`src/rtl/bitwise_logic_pipe_if.sv`:
```
// bitwise_logic_pipe_if
// Handshake bundle for bitwise_logic_pipe.
//   Input side : in_valid, in_ready, A, B, op
//   Output side: out_valid, out_ready, result, zero, negative
// The master modport is the producer/consumer environment around the pipe.
// The slave modport is the pipe itself.
`timescale 1ns/1ps

interface bitwise_logic_pipe_if #(
    parameter int WIDTH = 64
);
    logic             in_valid;
    logic             in_ready;
    logic [WIDTH-1:0] A;
    logic [WIDTH-1:0] B;
    logic [2:0]       op;
    logic             out_valid;
    logic             out_ready;
    logic [WIDTH-1:0] result;
    logic             zero;
    logic             negative;

    modport master (
        output in_valid, A, B, op, out_ready,
        input  in_ready, out_valid, result, zero, negative
    );

    modport slave (
        input  in_valid, A, B, op, out_ready,
        output in_ready, out_valid, result, zero, negative
    );
endinterface

```
`src/rtl/bitwise_logic_pipe.sv`:
```
// bitwise_logic_pipe
// Pipelined bitwise unit. It applies one of eight bitwise operations to A and B.
// The result then passes through STAGES registered stages, which use a
// valid/ready handshake and give full backpressure.
//
// Ports:
//   clk       rising-edge clock
//   reset     synchronous, active-high reset
//   bus       bitwise_logic_pipe_if.slave:
//             in_valid/in_ready/A/B/op in, out_valid/out_ready/result/zero/negative out
//   op_count  count of output transfers, wraps at 2^CNT_W
//
// Optional feature macro: BITWISE_LOGIC_FLAGS_EN
//   When it is defined, the zero and negative flags are computed at stage 0.
//   They then travel with the result through every stage.
//   When it is undefined, both flag outputs are tied to 0.
`timescale 1ns/1ps

module bitwise_logic_pipe #(
    parameter int WIDTH  = 64,
    parameter int STAGES = 2,
    parameter int CNT_W  = 32
) (
    input  logic              clk,
    input  logic              reset,
    bitwise_logic_pipe_if.slave bus,
    output logic [CNT_W-1:0]  op_count
);

    logic [STAGES-1:0] vld;
    logic [STAGES-1:0] adv;
    logic [WIDTH-1:0]  res_q [STAGES];
    logic [WIDTH-1:0]  res_d;

    always_comb begin
        res_d = '0;
        unique case (bus.op)
            3'b000: res_d = bus.A & bus.B;
            3'b001: res_d = bus.A | bus.B;
            3'b010: res_d = bus.A ^ bus.B;
            3'b011: res_d = ~(bus.A | bus.B);
            3'b100: res_d = bus.A & ~bus.B;
            3'b101: res_d = bus.A | ~bus.B;
            3'b110: res_d = bus.A;
            3'b111: res_d = ~bus.A;
            default: res_d = '0;
        endcase
    end

    // adv[i]: stage i may load this cycle.
    // A stage may load if it is empty now, or if its contents move on to the
    // next stage (or out of the pipe) in this same cycle.
    always_comb begin
        adv = '0;
        adv[STAGES-1] = !vld[STAGES-1] || bus.out_ready;
        for (int i = STAGES - 2; i >= 0; i--) begin
            adv[i] = !vld[i] || adv[i+1];
        end
    end

    assign bus.in_ready  = adv[0];
    assign bus.out_valid = vld[STAGES-1];
    assign bus.result    = res_q[STAGES-1];

    // Data registers load only when a valid entry arrives.
    // As a result, a bubble leaves the previous value in place.
    always_ff @(posedge clk) begin
        if (reset) begin
            vld <= '0;
            for (int i = 0; i < STAGES; i++) begin
                res_q[i] <= '0;
            end
        end else begin
            if (adv[0]) begin
                vld[0] <= bus.in_valid;
                if (bus.in_valid) begin
                    res_q[0] <= res_d;
                end
            end
            for (int i = 1; i < STAGES; i++) begin
                if (adv[i]) begin
                    vld[i] <= vld[i-1];
                    if (vld[i-1]) begin
                        res_q[i] <= res_q[i-1];
                    end
                end
            end
        end
    end

`ifdef BITWISE_LOGIC_FLAGS_EN
    logic [STAGES-1:0] zero_q;
    logic [STAGES-1:0] neg_q;

    always_ff @(posedge clk) begin
        if (reset) begin
            zero_q <= '0;
            neg_q  <= '0;
        end else begin
            if (adv[0] && bus.in_valid) begin
                zero_q[0] <= (res_d == '0);
                neg_q[0]  <= res_d[WIDTH-1];
            end
            for (int i = 1; i < STAGES; i++) begin
                if (adv[i] && vld[i-1]) begin
                    zero_q[i] <= zero_q[i-1];
                    neg_q[i]  <= neg_q[i-1];
                end
            end
        end
    end

    assign bus.zero     = zero_q[STAGES-1];
    assign bus.negative = neg_q[STAGES-1];
`else
    assign bus.zero     = 1'b0;
    assign bus.negative = 1'b0;
`endif

    always_ff @(posedge clk) begin
        if (reset) begin
            op_count <= '0;
        end else if (bus.out_valid && bus.out_ready) begin
            op_count <= op_count + 1'b1;
        end
    end

endmodule

```
`src/flat_wrapper.sv`:
```
// flat-port wrapper written by rule: the top's interface ports become plain ports
module bitwise_logic_pipe_flat 
#(
    parameter int WIDTH  = 64,
    parameter int STAGES = 2,
    parameter int CNT_W  = 32
)
  (clk, reset, op_count, bus_in_valid, bus_A, bus_B, bus_op, bus_out_ready, bus_in_ready, bus_out_valid, bus_result, bus_zero, bus_negative);
  bitwise_logic_pipe_if #(.WIDTH(WIDTH)) bus_i ();
  input  logic clk;
  input  logic reset;
  output logic [CNT_W-1:0] op_count;
  input wire logic [$bits(bus_i.in_valid)-1:0] bus_in_valid;
  input wire logic [$bits(bus_i.A)-1:0] bus_A;
  input wire logic [$bits(bus_i.B)-1:0] bus_B;
  input wire logic [$bits(bus_i.op)-1:0] bus_op;
  input wire logic [$bits(bus_i.out_ready)-1:0] bus_out_ready;
  output wire logic [$bits(bus_i.in_ready)-1:0] bus_in_ready;
  output wire logic [$bits(bus_i.out_valid)-1:0] bus_out_valid;
  output wire logic [$bits(bus_i.result)-1:0] bus_result;
  output wire logic [$bits(bus_i.zero)-1:0] bus_zero;
  output wire logic [$bits(bus_i.negative)-1:0] bus_negative;
  assign bus_i.in_valid = bus_in_valid;
  assign bus_i.A = bus_A;
  assign bus_i.B = bus_B;
  assign bus_i.op = bus_op;
  assign bus_i.out_ready = bus_out_ready;
  assign bus_in_ready = bus_i.in_ready;
  assign bus_out_valid = bus_i.out_valid;
  assign bus_result = bus_i.result;
  assign bus_zero = bus_i.zero;
  assign bus_negative = bus_i.negative;
  bitwise_logic_pipe #(.WIDTH(WIDTH), .STAGES(STAGES), .CNT_W(CNT_W)) u_core (.clk(clk), .reset(reset), .bus(bus_i), .op_count(op_count));
endmodule
```
`config.mk`:
```
export PLATFORM = sky130hd
export DESIGN_NAME = bitwise_logic_pipe_flat
export DESIGN_NICKNAME = d
export VERILOG_FILES = /design/src/rtl/bitwise_logic_pipe_if.sv /design/src/rtl/bitwise_logic_pipe.sv /design/src/flat_wrapper.sv
export SDC_FILE = /design/constraint.sdc
export NUM_CORES = 1
export LEC_CHECK = 0
export CORE_ASPECT_RATIO = 1.25
export CORE_MARGIN = 4
export CORE_UTILIZATION = 45
export CTS_CLUSTER_SIZE = 24
export DETAILED_ROUTE_END_ITERATION = 10
export GPL_TIMING_DRIVEN = 0
export PLACE_DENSITY = 0.7
export SYNTH_ARGS = -nofsm -noshare
export SYNTH_HDL_FRONTEND = slang
export SYNTH_SLANG_ARGS = --single-unit
export TNS_END_PERCENT = 1
```
`constraint.sdc`:
```
create_clock -name clk -period 5.7 [get_ports clk]
set_clock_uncertainty 0.1 [all_clocks]
set_input_delay 1.14 -clock clk [delete_from_list [all_inputs] [get_ports clk]]
set_output_delay 1.14 -clock clk [all_outputs]
set_load 0.005 [all_outputs]
```
== After elaboration in Yosys (flattened, before gate mapping) ==
Memories as Yosys holds them, arrays and structs flattened.
Cells that the tools add are included.

* Add/sub/neg operators: 1
* Bitwise gates (word level): 10
* Equal/unequal tests: 7
* Reduce and logical (&&, ||, !) cells: 6
* Mux-type cells: 13

{| class="wikitable"
|+ Operators with widths
! kind !! number
|-
| 64-bit case mux with 8 select lines || 1
|-
| 64-bit inverter || 3
|-
| 64-bit AND || 2
|-
| 64-bit two-way mux || 2
|-
| 64-bit bitwise OR || 2
|-
| 64-bit bitwise XOR || 1
|-
| 32-bit by 1-bit adder with 32-bit output, second input constant || 1
|-
| 3-bit equality test, second input constant || 4
|-
| 1-bit two-way mux || 10
|-
| 3-bit by 2-bit equality test with 1-bit output, second input constant || 2
|-
| 3-bit by 1-bit equality test with 1-bit output, second input constant || 1
|-
| 3-bit zero test || 1
|-
| 1-bit zero test || 2
|-
| 1-bit logical OR || 2
|-
| 1-bit bitwise OR || 2
|-
| 1-bit logical AND || 1
|}

* RAM bits: 128
* Register bits after elaboration: 34
* Memories: 1

{| class="wikitable"
|+ Memory list
! name !! depth !! bits a word !! read ports !! clocked after Yosys merged registers in !! wr ports !! line !! source
|-
| u_core.res_q || 2 || 64 || 2 || 0 || 2 || bitwise_logic_pipe.sv:32 || <nowiki>logic [WIDTH-1:0] res_q [STAGES];</nowiki>
|}

== Depth between registers and ports, before layout ==
* Word-level depth: 7
* Gate-level depth with buffers: 7

== Worst setup path before layout ==
Ideal clock, no wire load.

* Path kind: in2reg
* Start: input port bus_out_ready
* End: memory u_core.res_q[1][36] (netlist: u_core.res_q[0][100]), enable pin
* Cell stages on the path: 2
* Path buffers: 0
* Setup slack: 0.930 ns
* Setup time: 0.499 ns
* Arrival: 4.171 ns
* Cells stage by stage: nor2b_1 > o21bai_1

{| class="wikitable"
|+ RTL lines
! item !! line !! source
|-
| start, declared || flat_wrapper.sv:17 || <nowiki>input wire logic [$bits(bus_i.out_ready)-1:0] bus_out_ready;</nowiki>
|-
| end, declared || bitwise_logic_pipe.sv:32 ||
|}

== Worst setup path in the final report ==
* Start: input port bus_out_ready
* End: output port bus_in_ready

* Word-level cells in the longest chain between the ends: 2

{| class="wikitable"
|+ Ends and longest elaborated chain
! item !! line !! source
|-
| 1-bit logical OR || bitwise_logic_pipe.sv:55 || <nowiki>adv[STAGES-1] = !vld[STAGES-1] || bus.out_ready;</nowiki>
|-
| 1-bit logical OR || bitwise_logic_pipe.sv:57 || <nowiki>adv[i] = !vld[i] || adv[i+1];</nowiki>
|-
| end, declared || flat_wrapper.sv:18 || <nowiki>output wire logic [$bits(bus_i.in_ready)-1:0] bus_in_ready;</nowiki>
|}

No other way between the ends.

==> run_summary.xml <==
<?xml version="1.0" encoding="UTF-8"?>
<metrics>
  <group name="pwr">
    <metric name="p_leak" unit="µW">0.00671</metric>
    <metric name="power-per-cell-area" unit="mW/mm²">207</metric>
    <metric name="ir_drop" unit="mV">0.173</metric>
  </group>
  <group name="setup_path">
    <metric name="timing_worst_setup_path_type" unit="">in -&gt; out</metric>
    <metric name="cp_data_required_time" unit="ps">4460</metric>
    <metric name="critPathCaptureType" unit="">output port</metric>
    <metric name="data_arrival_time_of_the_critical_path" unit="ps">2770</metric>
    <metric name="path_max_fanout" unit="">6</metric>
    <metric name="worstRegToRegCells" unit="">6</metric>
    <metric name="critical_path.startpoint_type" unit="">input port</metric>
    <metric name="r2r_slack" unit="ps">2800</metric>
    <metric name="reg2reg_end" unit="">u_core.res_q[0][25]$_SDFFCE_PN0P_</metric>
    <metric name="reg2reg_from" unit="">u_core.vld[1]$_SDFFE_PP0P_</metric>
  </group>
  <group name="finish">
    <metric name="layout.nets" unit="">1845</metric>
    <metric name="combined_area_of_the_multi_input_logic_cells" unit="mm²">0.00676</metric>
    <metric name="final_util" unit="">0.580</metric>
    <metric name="layout-drive-gt1-share" unit="">0.109</metric>
    <metric name="regArea" unit="mm²">0.00452</metric>
    <metric name="fill_cells" unit="">2394</metric>
    <metric name="area.growth.synth_to_final" unit="%">27.2</metric>
  </group>
  <group name="grt">
    <metric name="grt-ovfl-total" unit="">0</metric>
    <metric name="grt_util_met2" unit="">0.401</metric>
    <metric name="grt.total_usage" unit="">0.235</metric>
    <metric name="grt_pass1_vias" unit="">10745</metric>
    <metric name="grt_use_met3" unit="">0.0523</metric>
    <metric name="busiest_layer" unit="">met2</metric>
    <metric name="grt_pass1_wl" unit="µm">56800</metric>
    <metric name="grt_max_degree" unit="">65</metric>
    <metric name="grtUsageMet1" unit="">0.285</metric>
    <metric name="antenna_found_initial" unit="">9</metric>
  </group>
  <group name="cts">
    <metric name="max-clock-path-buffers" unit="">2</metric>
    <metric name="postCtsSetupBuffers" unit="">0</metric>
    <metric name="clkTransAtPathRegs" unit="ps">60</metric>
    <metric name="cts_tree" unit="">done</metric>
    <metric name="cts.htree.levels" unit="">4</metric>
    <metric name="numClockSinks" unit="">162</metric>
    <metric name="cts_inserted_buffers" unit="">17</metric>
    <metric name="cts-root-buf" unit="">sky130_fd_sc_hd__clkbuf_16</metric>
    <metric name="insertion_delay" unit="ps">440</metric>
    <metric name="post_cts_resize_count" unit="">0</metric>
    <metric name="cts-hold-fix-buffers" unit="">0</metric>
  </group>
  <group name="logic_synthesis">
    <metric name="synth.yosys.seq_area_share" unit="">0.359</metric>
    <metric name="yosys_warnings" unit="">0</metric>
    <metric name="synthCells" unit="">1328</metric>
    <metric name="flip_flop_and_latch_count_after_synthesis" unit="">162</metric>
    <metric name="synth.distinct_cells" unit="">49</metric>
    <metric name="synth.avg_cell_area" unit="µm²">9.50</metric>
    <metric name="post_synth_instance_area" unit="mm²">0.0126</metric>
  </group>
  <group name="placed_design">
    <metric name="placement.io_buffers" unit="">230</metric>
    <metric name="dpl_worst_slack" unit="ps">1460</metric>
    <metric name="place_congestion" unit="">0.884</metric>
    <metric name="dpl.hpwl" unit="µm">27500</metric>
  </group>
  <group name="floorplan">
    <metric name="die_w" unit="µm">158</metric>
    <metric name="num_io_pins" unit="">235</metric>
    <metric name="floorplan.die.height" unit="µm">195</metric>
    <metric name="placeableCoreArea" unit="mm²">0.0277</metric>
    <metric name="num_rows" unit="">68</metric>
    <metric name="floorplan.initialDensity" unit="">0.456</metric>
    <metric name="die-area" unit="mm²">0.0308</metric>
  </group>
  <group name="route">
    <metric name="detail_route.first_pass.iterations" unit="">5</metric>
    <metric name="number_of_vias_per_cell" unit="">5.57</metric>
    <metric name="postRouteWirelength" unit="µm">37100</metric>
    <metric name="via_count" unit="">10852</metric>
    <metric name="drc" unit="">0</metric>
    <metric name="iteration_0_drc_markers" unit="">834</metric>
    <metric name="routed_wire_length_per_instance" unit="µm">19.0</metric>
    <metric name="route.antenna.remaining_nets" unit="">0</metric>
  </group>
  <group name="hold_path">
    <metric name="hp-start" unit="">u_core.op_count[23]$_SDFFE_PP0P_</metric>
    <metric name="min-delay-path-class" unit="">reg -&gt; reg</metric>
    <metric name="hold_path_depth" unit="">2</metric>
    <metric name="hold-path-endpoint" unit="">u_core.op_count[23]$_SDFFE_PP0P_</metric>
  </group>
  <group name="flow_run">
    <metric name="max-cap-violations" unit="">0</metric>
  </group>
  <group name="sta">
    <metric name="tightest_slew" unit="ps">940</metric>
    <metric name="layout_min_cycle_time" unit="ps">4010</metric>
    <metric name="drv_slew" unit="">0</metric>
    <metric name="report.final.hold_viol_count" unit="">0</metric>
    <metric name="relSlewSlack" unit="">0.368</metric>
    <metric name="timing.final.ws_setup" unit="ps">1690</metric>
    <metric name="timing.fmax" unit="GHz">0.249</metric>
    <metric name="rsz0062_at_grt" unit="">false</metric>
    <metric name="final.period_utilization" unit="">0.704</metric>
    <metric name="setup-violations-final" unit="">0</metric>
  </group>
  <group name="status">
    <metric name="status" unit="">complete, no violations</metric>
  </group>
</metrics>
cell usage after synthesis, drive strengths merged:
cell       n  area, µm²
or2        1       6.26
a32oi      6       52.6
nor2b     21        131
dfxtp     34        681
xor2      25        219
o22ai     11       68.8
nand2b     7       43.8
edfxtp   128       3840
nand3b     6       45.0
or4       11       90.1
nand3     59        295
or3       10       67.6
inv      137        514
nand2     76        285
o31ai      8       60.1
a22o      10       87.6
nand4      7       56.3
o21bai     1       7.51
nor4       3       25.0
mux4      20        450
and2      68        425
xnor2     43        377
a31oi      6       37.5
clkbuf    51        191
a21o       1       7.51
o21ai     34        170
and4       5       43.8
a21oi     92        460
nor3       8       40.0
o211ai    23        173
a31o      23        201
mux2i     55        551
o2bb2ai    4       35.0
a222oi     9       90.1
buf       99        652
a221oi    23        201
nor2      68        255
conb       1       3.75
mux2       5       56.3
ha       129       1610
metal layers:
metal / wire (µm) / up-vias
li1: - / 5123
met1: 14900 / 5193
met2: 18100 / 447
met3: 2840 / 79
met4: 1190 / 10
met5: 62 / -
logic make-up (layout without fill, tap and decap cells):
logic type	after synthesis	count (layout)	synth area share
AND/OR/NAND/NOR	350	350	0.144
AO/OA/AOI/OAI	251	251	0.131
buffers and inverters	287	552	0.108
other	1	7	0.000297
multiplexers	80	80	0.0838
XOR/XNOR	68	68	0.0472
flip-flops	162	162	0.359
adder cells (fa/ha/maj)	129	129	0.128
where the power goes:
group,internal [µW],switching (µW),leakage (µW)
combinational,390,382,0.00477
clock,645,514,0.000293
sequential,1370,21.0,0.00165
total,2400,917,0.00671
sequential cells by signal, indices dropped and copies added (netlist names):
signal           flops
u_core.op_count     32
u_core.res_q       128
u_core.vld           2
area by class of cell:
type                            count  share of cell area
Inverter                          137              0.0320
Buffer                            150              0.0525
Multi-Input combinational cell    880               0.421
Sequential cell                   162               0.282
Clock inverter                     11             0.00554
Timing Repair Buffer              233               0.147
Clock buffer                       21              0.0314
Tap cell                          350              0.0273
Antenna cell                        5            0.000780
worst max-delay path: stages:
cell and delay [ps]:
sky130_fd_sc_hd__clkdlybuf4s50_1 510, sky130_fd_sc_hd__nor2b_1 320, sky130_fd_sc_hd__and2_1 240, sky130_fd_sc_hd__inv_1 100, sky130_fd_sc_hd__clkdlybuf4s50_1 450
worst max path at each step:
stage / endpoint / start
final: bus_in_ready / bus_out_ready
after global routing: bus_in_ready / bus_out_ready
after CTS: bus_in_ready / bus_out_ready
after detailed placement: u_core.res_q[0][25]$_SDFFCE_PN0P_ / bus_op[1]
after global placement: u_core.res_q[0][117]$_SDFFCE_PN0P_ / bus_out_ready
after floorplan: u_core.res_q[0][100]$_SDFFCE_PN0P_ / bus_out_ready
layout by cell type (no fill, tap or decap), drive strengths merged, types with 9 or more instances in the layout:
| cell type | netlist | routed |
|---|---|---|
| xnor2 | 43 | 43 |
| nor2 | 68 | 68 |
| o21ai | 34 | 34 |
| o22ai | 11 | 11 |
| nand3 | 59 | 59 |
| nand2 | 76 | 76 |
| and2 | 68 | 68 |
| o211ai | 23 | 23 |
| xor2 | 25 | 25 |
| mux2i | 55 | 55 |
| buf | 99 | 102 |
| a22o | 10 | 10 |
| inv | 137 | 143 |
| a21oi | 92 | 92 |
| or4 | 11 | 11 |
| clkbuf | 51 | 72 |
| dfxtp | 34 | 34 |
| edfxtp | 128 | 128 |
| nor2b | 21 | 21 |
| ha | 129 | 129 |
| a221oi | 23 | 23 |
| or3 | 10 | 10 |
| a222oi | 9 | 9 |
| a31o | 23 | 23 |
| mux4 | 20 | 20 |
| clkdlybuf4s50 | 0 | 230 |
stage by stage:
step	cells	hold WS (ps)	total power (µW)	TNS, ps	cell area (µm²)
finish	1949	403	3320	0	16000
global route	1948	418	3460	0	16000
CTS	1944	404	3330	0	16000
detailed placement	1912	395	2180	0	15400
global placement	1909	373	2160	-97270	15400
floorplan	1329	376	1840	0	12600
Note: power is estimated with default switching activity, not from simulation.
